### config.mk
export PLATFORM = sky130hd
export DESIGN_NAME = idli_cmp_m
export DESIGN_NICKNAME = d
export VERILOG_FILES = /design/src/rtl/idli_pkg.sv /design/src/rtl/idli_cmp_sub_m.sv /design/src/rtl/idli_cmp_m.sv
export SDC_FILE = /design/constraint.sdc
export NUM_CORES = 1
export LEC_CHECK = 0
export CAP_MARGIN = 25
export CORE_UTILIZATION = 36
export DETAILED_ROUTE_END_ITERATION = 10
export GPL_ROUTABILITY_DRIVEN = 0
export PLACE_DENSITY = 0.68
export SYNTH_ARGS = -nofsm -noshare
export SYNTH_HDL_FRONTEND = slang
export SYNTH_SLANG_ARGS = --single-unit
### constraint.sdc
create_clock -name i_cmp_gck -period 1.8 [get_ports i_cmp_gck]
set_clock_uncertainty 0.1 [all_clocks]
set_input_delay 0.36 -clock i_cmp_gck [delete_from_list [all_inputs] [get_ports i_cmp_gck]]
set_output_delay 0.36 -clock i_cmp_gck [all_outputs]
set_load 0.02 [all_outputs]
### src/rtl/idli_pkg.sv
// Shared types for the idli compare path: condition codes, predicate register
// indices and the nibble-serial beat count.
package idli_pkg;

    localparam int CMP_WIDTH = 16;
    localparam int CMP_NIB   = 4;
    localparam int CMP_BEATS = CMP_WIDTH / CMP_NIB;

    typedef enum logic [2:0] {
        CMP_EQ   = 3'd0,
        CMP_NE   = 3'd1,
        CMP_LT   = 3'd2,
        CMP_GE   = 3'd3,
        CMP_LTU  = 3'd4,
        CMP_GEU  = 3'd5,
        CMP_ANY  = 3'd6,
        CMP_NONE = 3'd7
    } cmp_op_t;

    typedef enum logic [1:0] {
        P0 = 2'd0,
        P1 = 2'd1,
        P2 = 2'd2,
        P3 = 2'd3
    } preg_t;

endpackage

### src/rtl/idli_cmp_sub_m.sv
// One nibble of the serial subtract a - b - bin; only the borrow out is needed
// by the compare unit.
module idli_cmp_sub_m #(
    parameter int NIB = 4
) (
    input  logic [NIB-1:0] a,
    input  logic [NIB-1:0] b,
    input  logic           bin,
    output logic           bout
);

    assign bout = (a < b) | ((a == b) & bin);

endmodule

### src/rtl/idli_cmp_m.sv
// Nibble-serial compare unit feeding the predicate register file write port.
// Optional feature macro: IDLI_CMP_ANY_EN enables the ANY (bit test) condition.
import idli_pkg::*;

module idli_cmp_m #(
    parameter int WIDTH = CMP_WIDTH,
    parameter int NIB   = CMP_NIB
) (
    input  logic           i_cmp_gck,
    input  logic           i_cmp_rst_n,
    input  logic           i_cmp_start,
    input  cmp_op_t        i_cmp_op,
    input  preg_t          i_cmp_pd,
    input  logic [NIB-1:0] i_cmp_a,
    input  logic [NIB-1:0] i_cmp_b,
    input  logic           i_cmp_flush,
    output logic           o_cmp_busy,
    output preg_t          o_cmp_q,
    output logic           o_cmp_q_wr_en,
    output logic           o_cmp_q_data
);

    localparam int BEATS = WIDTH / NIB;
    localparam int CNT_W = (BEATS > 1) ? $clog2(BEATS) : 1;
    localparam logic [CNT_W-1:0] LAST = CNT_W'(BEATS - 1);

    function automatic logic cmp_result(input cmp_op_t op, input logic eq,
                                        input logic lt, input logic ltu,
                                        input logic any);
        case (op)
            CMP_EQ:  return eq;
            CMP_NE:  return ~eq;
            CMP_LT:  return lt;
            CMP_GE:  return ~lt;
            CMP_LTU: return ltu;
            CMP_GEU: return ~ltu;
            CMP_ANY: return any;
            default: return 1'b0;
        endcase
    endfunction

    function automatic logic op_writes(input cmp_op_t op);
        case (op)
            CMP_NONE: return 1'b0;
`ifdef IDLI_CMP_ANY_EN
            CMP_ANY:  return 1'b1;
`else
            CMP_ANY:  return 1'b0;
`endif
            default:  return 1'b1;
        endcase
    endfunction

    logic             busy_p0;
    logic [CNT_W-1:0] cnt_p0;
    cmp_op_t          op_p0;
    preg_t            pd_p0;
    logic             eq_p0;
    logic             brw_p0;

    logic             wr_en_p1;
    preg_t            q_p1;
    logic             data_p1;

    logic             vld_p0;
    logic [CNT_W-1:0] beat;
    cmp_op_t          op_cur;
    preg_t            pd_cur;
    logic             eq_in;
    logic             brw_in;
    logic             eq_nx;
    logic             brw_nx;
    logic             any_nx;
    logic             lt;
    logic             last_beat;
    logic             issue;
    logic             res;

    // Beat 0 comes straight from the start inputs; later beats use the held op.
    assign vld_p0    = (i_cmp_start | busy_p0) & ~i_cmp_flush;
    assign beat      = i_cmp_start ? '0 : cnt_p0;
    assign op_cur    = i_cmp_start ? i_cmp_op : op_p0;
    assign pd_cur    = i_cmp_start ? i_cmp_pd : pd_p0;
    assign eq_in     = i_cmp_start ? 1'b1 : eq_p0;
    assign brw_in    = i_cmp_start ? 1'b0 : brw_p0;
    assign eq_nx     = eq_in & (i_cmp_a == i_cmp_b);
    assign last_beat = vld_p0 & (beat == LAST);

    idli_cmp_sub_m #(.NIB(NIB)) u_sub (
        .a    (i_cmp_a),
        .b    (i_cmp_b),
        .bin  (brw_in),
        .bout (brw_nx)
    );

`ifdef IDLI_CMP_ANY_EN
    logic any_p0;
    logic any_in;
    assign any_in = i_cmp_start ? 1'b0 : any_p0;
    assign any_nx = any_in | (|(i_cmp_a & i_cmp_b));

    always_ff @(posedge i_cmp_gck) begin
        if (!i_cmp_rst_n) begin
            any_p0 <= 1'b0;
        end else if (vld_p0) begin
            any_p0 <= any_nx;
        end
    end
`else
    assign any_nx = 1'b0;
`endif

    // Signed order differs from unsigned only when the sign bits differ.
    assign lt    = (i_cmp_a[NIB-1] ^ i_cmp_b[NIB-1]) ? i_cmp_a[NIB-1] : brw_nx;
    assign res   = cmp_result(op_cur, eq_nx, lt, brw_nx, any_nx);
    assign issue = last_beat & op_writes(op_cur) & (pd_cur != P3);

    always_ff @(posedge i_cmp_gck) begin
        if (!i_cmp_rst_n) begin
            busy_p0  <= 1'b0;
            cnt_p0   <= '0;
            op_p0    <= CMP_EQ;
            pd_p0    <= P0;
            eq_p0    <= 1'b0;
            brw_p0   <= 1'b0;
            wr_en_p1 <= 1'b0;
            q_p1     <= P0;
            data_p1  <= 1'b0;
        end else begin
            wr_en_p1 <= issue;
            if (issue) begin
                q_p1    <= pd_cur;
                data_p1 <= res;
            end
            if (i_cmp_flush) begin
                busy_p0 <= 1'b0;
                cnt_p0  <= '0;
            end else if (vld_p0) begin
                eq_p0  <= eq_nx;
                brw_p0 <= brw_nx;
                if (i_cmp_start) begin
                    op_p0 <= i_cmp_op;
                    pd_p0 <= i_cmp_pd;
                end
                if (beat == LAST) begin
                    busy_p0 <= 1'b0;
                    cnt_p0  <= '0;
                end else begin
                    busy_p0 <= 1'b1;
                    cnt_p0  <= beat + 1'b1;
                end
            end
        end
    end

    // Output stage: strobe, index and result registered together.
    assign o_cmp_busy    = busy_p0;
    assign o_cmp_q_wr_en = wr_en_p1;
    assign o_cmp_q       = q_p1;
    assign o_cmp_q_data  = data_p1;

endmodule

; After elaboration in Yosys (flattened, before gate mapping)
; Index checks and enable logic that the tools add are counted.
[totals]
register_bits = 14
elab_cells = 49
input_bits = 17
[op_classes]
magnitude_cmp = 1
eq_ne = 10
bitwise_logic = 14
reduce_logical = 4
n_addsub = 1
mux = 10
[ops]
columns = operator, n
row1 = "== test 3 bit, second input constant", 4
row2 = bitwise AND 1 bit, 6
row3 = "== test 3 x 2 -> 1 bit, second input constant", 2
row4 = 2-to-1 mux 2 bit, 3
row5 = case mux 1 bit (6 select lines), 1
row6 = 2-to-1 mux 1 bit, 5
row7 = inverter 1 bit, 5
row8 = == test 4 bit, 1
row9 = less-than comparator 4 bit, 1
row10 = OR reduction 2 bit, 2
row11 = "== test 3 x 1 -> 1 bit, second input constant", 1
row12 = zero test 3 bit, 1
row13 = 2-to-1 mux 3 bit, 1
row14 = "adder 2 x 1 -> 2 bit, second input constant", 1
row15 = "== test 2 bit, second input constant", 1
row16 = "inequality test 2 bit, second input constant", 1
row17 = OR 1 bit, 2
row18 = AND reduction 2 bit, 1
row19 = bitwise XOR 1 bit, 1

; Logic depth before layout (Yosys ltp)
; Gate-level depths: netlist of the first run.
[logic_depth]
ltp_word = 6
ltp_mapped = 9
depth_no_buf = 7

; Hierarchy
; A second synthesis of the first run with hierarchy kept.
[hier_totals]
hier_cells = 99
area_unflattened_um2 = 892.1
[by_module_without_submodules]
columns = module, instances, cells_per_inst, area_per_inst_um2
row1 = idli_cmp_m, 1, 84, 788.3
row2 = idli_cmp_sub_m, 1, 15, 103.8

; Worst setup path after synthesis of the first run
; No wires, ideal clock.
[synth_timing]
kind = in2reg
from = in i_cmp_start
to = reg data_p1, in the netlist o_cmp_q_data
cell_stages = 9
setup_time_ns = 0.126
slack_ns = -0.176
path_buffers = 2
arrival_ns = 1.750
required_ns = 1.574
cell_sequence = buf_2 > buf_2 > nor2b_1 > ha_1 > nand2_1 > o32ai_4 > nand2_1 > a211oi_2 > a31oi_1
[synth_via]
elab_chain_cells = 6
word_cells_on_any_way = 30
cone_classes = eq/ne (9) / mux (8) / bitwise (11) / reduce/logical (2)
[synth_rtl]
columns = item, line_no
row1 = start: declaration, idli_cmp_m.sv:11  ; input logic i_cmp_start,
row2 = 2-to-1 mux 3 bit or 2-to-1 mux 1 bit (tied branches), --
row3 = == test 3 bit or bitwise AND 1 bit (tied branches), "idli_cmp_m.sv:43, idli_cmp_sub_m.sv:12"
row4 = OR reduction 2 bit (no source line) or OR 1 bit (tied branches), --
row5 = "2-to-1 mux 1 bit, on equally long branches", "idli_cmp_m.sv:43, idli_cmp_m.sv:114"
row6 = bitwise AND 1 bit or inverter 1 bit (tied branches), "idli_cmp_m.sv:116, idli_cmp_m.sv:34"
row7 = bitwise AND 1 bit or case mux 1 bit (6 select lines) (tied branches), "idli_cmp_m.sv:116, idli_cmp_m.sv:30"
row8 = end signal: assignment, idli_cmp_m.sv:133  ; data_p1 <= res;
row9 = end: declaration, idli_cmp_m.sv:63  ; logic data_p1;
; Parallel ways exist; a longest one is shown, timed or not.
; A chain may end at the register's enable or synchronous reset.

; Worst setup path in the final report of the first run
[layout_timing]
from = in i_cmp_b[0]
to = reg data_p1, in the netlist o_cmp_q_data
[layout_via]
elab_chain_cells = 6
word_cells_on_any_way = 10
cone_classes = order compare (1) / eq/ne (1) / mux (2) / bitwise (6)
[layout_rtl]
columns = item, line_no
row1 = start: declaration, idli_cmp_m.sv:15  ; input logic [NIB-1:0] i_cmp_b,
row2 = branches (longest 5 deep; another with less-than comparator 4 bit), --
row3 = case mux 1 bit (6 select lines) (*), idli_cmp_m.sv:30  ; case (op)
; Mark *: on every way between the ends.

==> qor.csv, run 1 <==
metric,value,unit
f_max,582,MHz
Mapped Cells,103,
R2R Setup Slk,0.16,ns
GRT Overall Usage,18.6,%
total core area,2300,µm²
Max stage delay on crit path,0.28,ns
Final Power,686,µW
Die Width,52.1,µm
Hold Path Class,register to register,
htree depth,1,
First-pass DRT Iterations,4,
FP Rows,17,
fill count,209,
leakage,0.572,nW
root buffer cell,clkbuf_4,
drt wl/cell,12.9,µm
status,"finished, final reports clean",
max-cap viol count,0,
die area,2720,µm²
Ports,22,
Non-Filler Instances,169,
unrepaired setup endpoints after global routing,no,
initial antenna violation count,0,
synthesis-to-finish area growth,45.4,%
R2R depth,7,
Skew-Pair Late Insertion Delay,0.27,ns
Hold Worst Slack,0.359,ns
initial drt markers,9,
Reg2Reg Capture Point,o_cmp_q_data,
Starting Density,39.4,%
final worst-path cycle share,95.5,%
"Cell Area, Synth",905,µm²
VDD IR max,0.470,mV
Worst Path Required,1.87,ns
vias in the first global route,832,
gr ovfl total,0,
hold path depth,2,
Final Hold Vio Count,0,
power per cell area,521,nW/µm²
share of layout cells above drive strength 1,30.5,%
Post-CTS Setup Bufs,0,
crit path max fanout,5,
critical path arrival,1.78,ns
Routed Antenna Nets,0,
# DRC,0,
WP depth,7,
worst flop-to-flop path startpoint,cnt_p0[0],
Vias,843,
max_slew headroom,81.6,%
CP Buf/Inv Count,1,
Antenna Cells,0,
Worst Max-Slew Pin Slew,0.276,ns
placed cell count,166,
Slew Limit Fails,0,
Post-CTS Hold Fix Bufs,0,
Max Buffers Root-to-Sink,2,
CP startpoint kind,primary input,
Avg Inst Size Synth,8.78,µm²
"Critical Path, Cell by Cell","clkdlybuf4s15_1, ha_1, nand4_1, a2bb2oi_2, and3_1, o21ai_0, a31oi_1",
CP top delay family,compound AO/OA/AOI/OAI gates,
CTS tree,yes,
critical path type,primary input to register,
Crit. End Element,register,
Vert. Die Dim,52.1,µm
"Seq/Total Area, Yosys",31.0,%
CP max-delay cell,ha_1,
Syn Nets,125,
Synth warnings,0,
Layout Nets,165,
largest net degree at the start of global routing,14,
Seq cells post-synth,14,
# setup viols final,0,
Worst Hold End,cnt_p0[1],
clock-pin slew on the worst setup and hold paths,0.08,ns
Period minus WS final,1.72,ns
TritonCTS Sinks,14,
min-delay src,cnt_p0[1],
synth unique cells,35,
hpwl dp,1730,µm
first-pass GRT wire length,3640,µm
CTS buffer count,3,
Buffers on Ports,21,
WL final,2180,µm
Vias/cell,4.99,
cell usage after synthesis (all sizes together):
cell type / count / share of area, %
mux2i: 9 / 10
dfxtp: 14 / 31
a21boi: 1 / 0.83
a22o: 2 / 1.9
and3: 2 / 1.4
and2: 2 / 1.4
a31oi: 1 / 0.69
a21oi: 4 / 2.2
o211a: 2 / 2.2
nand2: 6 / 2.5
nor2: 7 / 2.9
nor2b: 11 / 7.6
xor2: 2 / 1.9
nand4bb: 1 / 1.2
nand4: 1 / 0.69
or3: 1 / 0.69
buf: 4 / 2.1
o22ai: 1 / 0.69
nand3b: 2 / 1.7
inv: 5 / 2.1
a211o: 1 / 0.97
o32ai: 2 / 4.0
a2bb2oi: 1 / 0.97
nand2b: 3 / 2.1
o21ai: 7 / 4.3
nand3: 1 / 0.55
o211ai: 1 / 0.83
nor3: 1 / 0.55
a31o: 1 / 0.97
a211oi: 2 / 2.2
ha: 5 / 6.9
registers in the layout (all words and copies together) (netlist names):
name and flops:
op_p0 3, cnt_p0 2, o_cmp_q 2, pd_p0 2, brw_p0 1, eq_p0 1
o_cmp_busy 1, o_cmp_q_data 1, o_cmp_q_wr_en 1
worst register-to-register path: cells and delay by family, from the launching register on:
family                   cells  cell delay [ns]
AND/OR/NAND/NOR              3             0.50
AO/OA/AOI/OAI                3             0.37
flip-flops                   1             0.34
adder cells (fa/ha/maj)      1             0.22
worst max path at each step:
stage / start / end / slack, ns
2_1_floorplan: i_cmp_start / o_cmp_q_data / -0.1
3_3_place_gp: i_cmp_b[2] / o_cmp_q_data / -0.49
3_5_place_dp: i_cmp_b[2] / o_cmp_q_data / -0.57
4_1_cts: o_cmp_busy / o_cmp_busy / 0.02
5_1_grt: cnt_p0[0] / o_cmp_q_data / 0.02
6_report: i_cmp_b[0] / o_cmp_q_data / 0.08
layout make-up:
| type | instances | area (µm²) | share of cell area, % |
|---|---|---|---|
| clock buffer | 3 | 22.5 | 1.71 |
| inverter | 5 | 18.8 | 1.43 |
| multi-input combinational | 80 | 647 | 49.2 |
| sequential | 14 | 280 | 21.3 |
| tap | 28 | 35.0 | 2.66 |
| timing repair buffer | 39 | 312 | 23.7 |
what timing repair did:
item,4_1_cts,5_1_grt
setup endpoints to repair,4,2
gates resized for setup,18,17
pin swaps,10,8
endpoints found under the hold margin,0,0
gates cloned,0,0
cells in the final DEF, fill, tap and decap left out, types with 5 or more instances in the layout:
cell type / synthesis / final
buf_4: 0 / 18
nand2_1: 6 / 5
clkbuf_2: 0 / 7
o21ai_0: 6 / 6
dfxtp_1: 14 / 14
mux2i_1: 9 / 9
nor2b_1: 11 / 11
clkdlybuf4s50_1: 0 / 11
nor2_1: 7 / 6
per-layer routing:
metal	global-route usage [%]	share of wire, %	up-vias	routed length [µm]
li1	-	-	445	-
met1	23.4	50	388	1080
met2	31.4	47	10	1020
met3	6.14	3.2	0	69
met4	2.63	0	0	0
met5	0	0	-	0
stage by stage:
step | cell area [µm²] | setup WS (ns) | util, % | TNS, ns
2_1_floorplan | 926 | -0.0974 | - | -0.0974
3_3_place_gp | 1270 | -0.487 | 55.3 | -2.79
3_5_place_dp | 1270 | -0.568 | 55.3 | -3.16
4_1_cts | 1340 | 0.0170 | 58.1 | 0
5_1_grt | 1320 | 0.0162 | 57.2 | 0
6_report | 1320 | 0.0811 | 57.2 | 0
cells by family after synthesis:
group                    count (synthesis)  synth area share [%]
AO/OA/AOI/OAI                           26                  22.8
XOR/XNOR                                 2                  1.94
adder cells (fa/ha/maj)                  5                  6.92
buffers and inverters                    9                  4.15
flip-flops                              14                  31.0
multiplexers                             9                  9.96
AND/OR/NAND/NOR                         38                  23.2
report_power, final:
part           leakage (nW)  switching (mW)  internal, mW
Clock                0.0138          0.0914        0.0775
Combinational         0.445          0.0861         0.102
Sequential            0.114         0.00852         0.320
No activity file was read; power rests on OpenSTA's default activity.
==> inputs of run 2 (changes only) <==
- CAP_MARGIN: 25 -> default
==> results of run 2 <==
Same layout as run 1: the final DEF is identical, and so are final timing and power.
==> inputs of run 3 (changes only) <==
- GPL_TIMING_DRIVEN: default -> 0
==> qor.csv, run 3 (synthesis gave the netlist of run 1 again) <==
metric,value,unit
status,"finished, final reports clean",
synthesis-to-finish area growth,43.2,%
leakage,0.531,nW
clock-pin slew on the worst setup and hold paths,0.08,ns
CP Buf/Inv Count,2,
Final Hold Vio Count,0,
worst flop-to-flop path startpoint,cnt_p0[0],
met3 Use GR,6.14,%
"most common cell after layout, fill and taps aside",dfxtp_1,
htree depth,1,
max-cap viol count,0,
CTS buffer count,3,
fill count,223,
Max stage delay on crit path,0.32,ns
die area,2720,µm²
initial drt markers,12,
drt wl/cell,12.5,µm
critical path type,primary input to register,
hpwl dp,1440,µm
CP startpoint kind,primary input,
final worst-path cycle share,97.7,%
f_max,569,MHz
Routed Antenna Nets,0,
Antenna Cells,0,
VDD IR max,0.441,mV
Hold Worst Slack,0.350,ns
"commonest non-fill, non-tap cells in the layout","dfxtp_1, clkdlybuf4s50_1, nor2b_1, mux2i_1, dlygate4sd2_1",
max_slew headroom,76.4,%
GRT Overall Usage,17.1,%
critical path arrival,1.86,ns
TritonCTS Sinks,14,
power per cell area,559,nW/µm²
Worst setup startpoint,i_cmp_a[2],
WL final,1980,µm
Skew-Pair Late Insertion Delay,0.27,ns
GR peak layer,met2,
Starting Density,39.4,%
CP max-delay cell,or3_4,
largest net degree at the start of global routing,11,
max reg flops,3,
First-pass DRT Iterations,4,
unrepaired setup endpoints after global routing,no,
vias in the first global route,783,
R2R Setup Slk,0.15,ns
Fin Setup TNS,0,ns
Ports,22,
Non-Filler Instances,158,
share of layout cells above drive strength 1,23.8,%
Period minus WS final,1.76,ns
M1 GR Usage,22.2,%
Layout Nets,153,
root buffer cell,clkbuf_4,
CP top delay family,simple AND/OR/NAND/NOR gates,
largest register by flop count,op_p0,
crit path max fanout,5,
initial antenna violation count,0,
gr ovfl total,0,
# setup viols final,0,
# DRC,0,
CTS tree,yes,
"Critical Path, Cell by Cell","dlygate4sd2_1, ha_4, nand4_1, buf_6, or3_4, a21oi_2, a211oi_2, a31oi_1",
Die Width,52.1,µm
Slew Limit Fails,0,
FP Rows,17,
min-delay src,cnt_p0[1],
placed cell count,151,
Vias/cell,5.30,
Max Buffers Root-to-Sink,2,
Worst Max-Slew Pin Slew,0.354,ns
total core area,2300,µm²
Vert. Die Dim,52.1,µm
Hold Path Class,register to register,
Crit. End Element,register,
Worst Path Required,1.91,ns
first-pass GRT wire length,3380,µm
Buffers on Ports,20,
Vias,838,
Finished Core Util,56.4,%
GRT met2 Usage,26.9,%
run 3: worst paths after layout:
path                                      to  cells past startpoint
worst max-delay path            o_cmp_q_data                      8
worst max register to register  o_cmp_q_data                      7
worst min-delay path               cnt_p0[1]                      2
worst min register to register     cnt_p0[1]                      2
run 3: final cells by class:
cell class	count	area (µm²)	share of cell area (%)
plain buffers	4	35.0	2.71
clock buffers	4	36.3	2.80
well taps	28	35.0	2.71
repair buffers	23	214	16.5
flip-flops and latches	14	282	21.7
inverters	5	18.8	1.45
multi-input cells	80	674	52.1
run 3: worst register-to-register path: stages (launching register included):
cell and delay (ns):
dfxtp_2 0.34, nor2b_2 0.13, ha_2 0.21, nand2_2 0.07, o32ai_4 0.33, nor2b_1 0.18
a31o_1 0.15, a31oi_1 0.04
run 3: repair_timing:
| item | CTS | global route |
|---|---|---|
| hold buffers | 0 | 0 |
| buffers inserted | 3 | 0 |
| pin swaps | 12 | 7 |
| resized for setup | 23 | 8 |
| setup endpoints to repair | 2 | 1 |
run 3: where the power goes:
group	total, mW	switching, mW	internal (mW)
combinational	0.177	0.0844	0.0925
sequential	0.329	0.00876	0.320
clock	0.219	0.0960	0.123
total	0.724	0.189	0.535
run 3: per-layer routing:
layer  wire length, µm  up-vias  part of all wire, %
li1                  -      429                    -
met1              1010      393                   51
met2               893       14                   45
met3                72        2                  3.6
met4                 9        0                 0.45
met5                 0        -                    0
run 3: per-stage QoR:
step | instance area [µm²] | setup slack, ns | power, mW
5_1_grt | 1290 | 0.000923 | 0.776
3_3_place_gp | 1160 | -0.525 | 0.484
4_1_cts | 1270 | 0.0157 | 0.727
3_5_place_dp | 1160 | -0.538 | 0.486
2_1_floorplan | 926 | -0.0974 | 0.425
6_report | 1290 | 0.0418 | 0.724
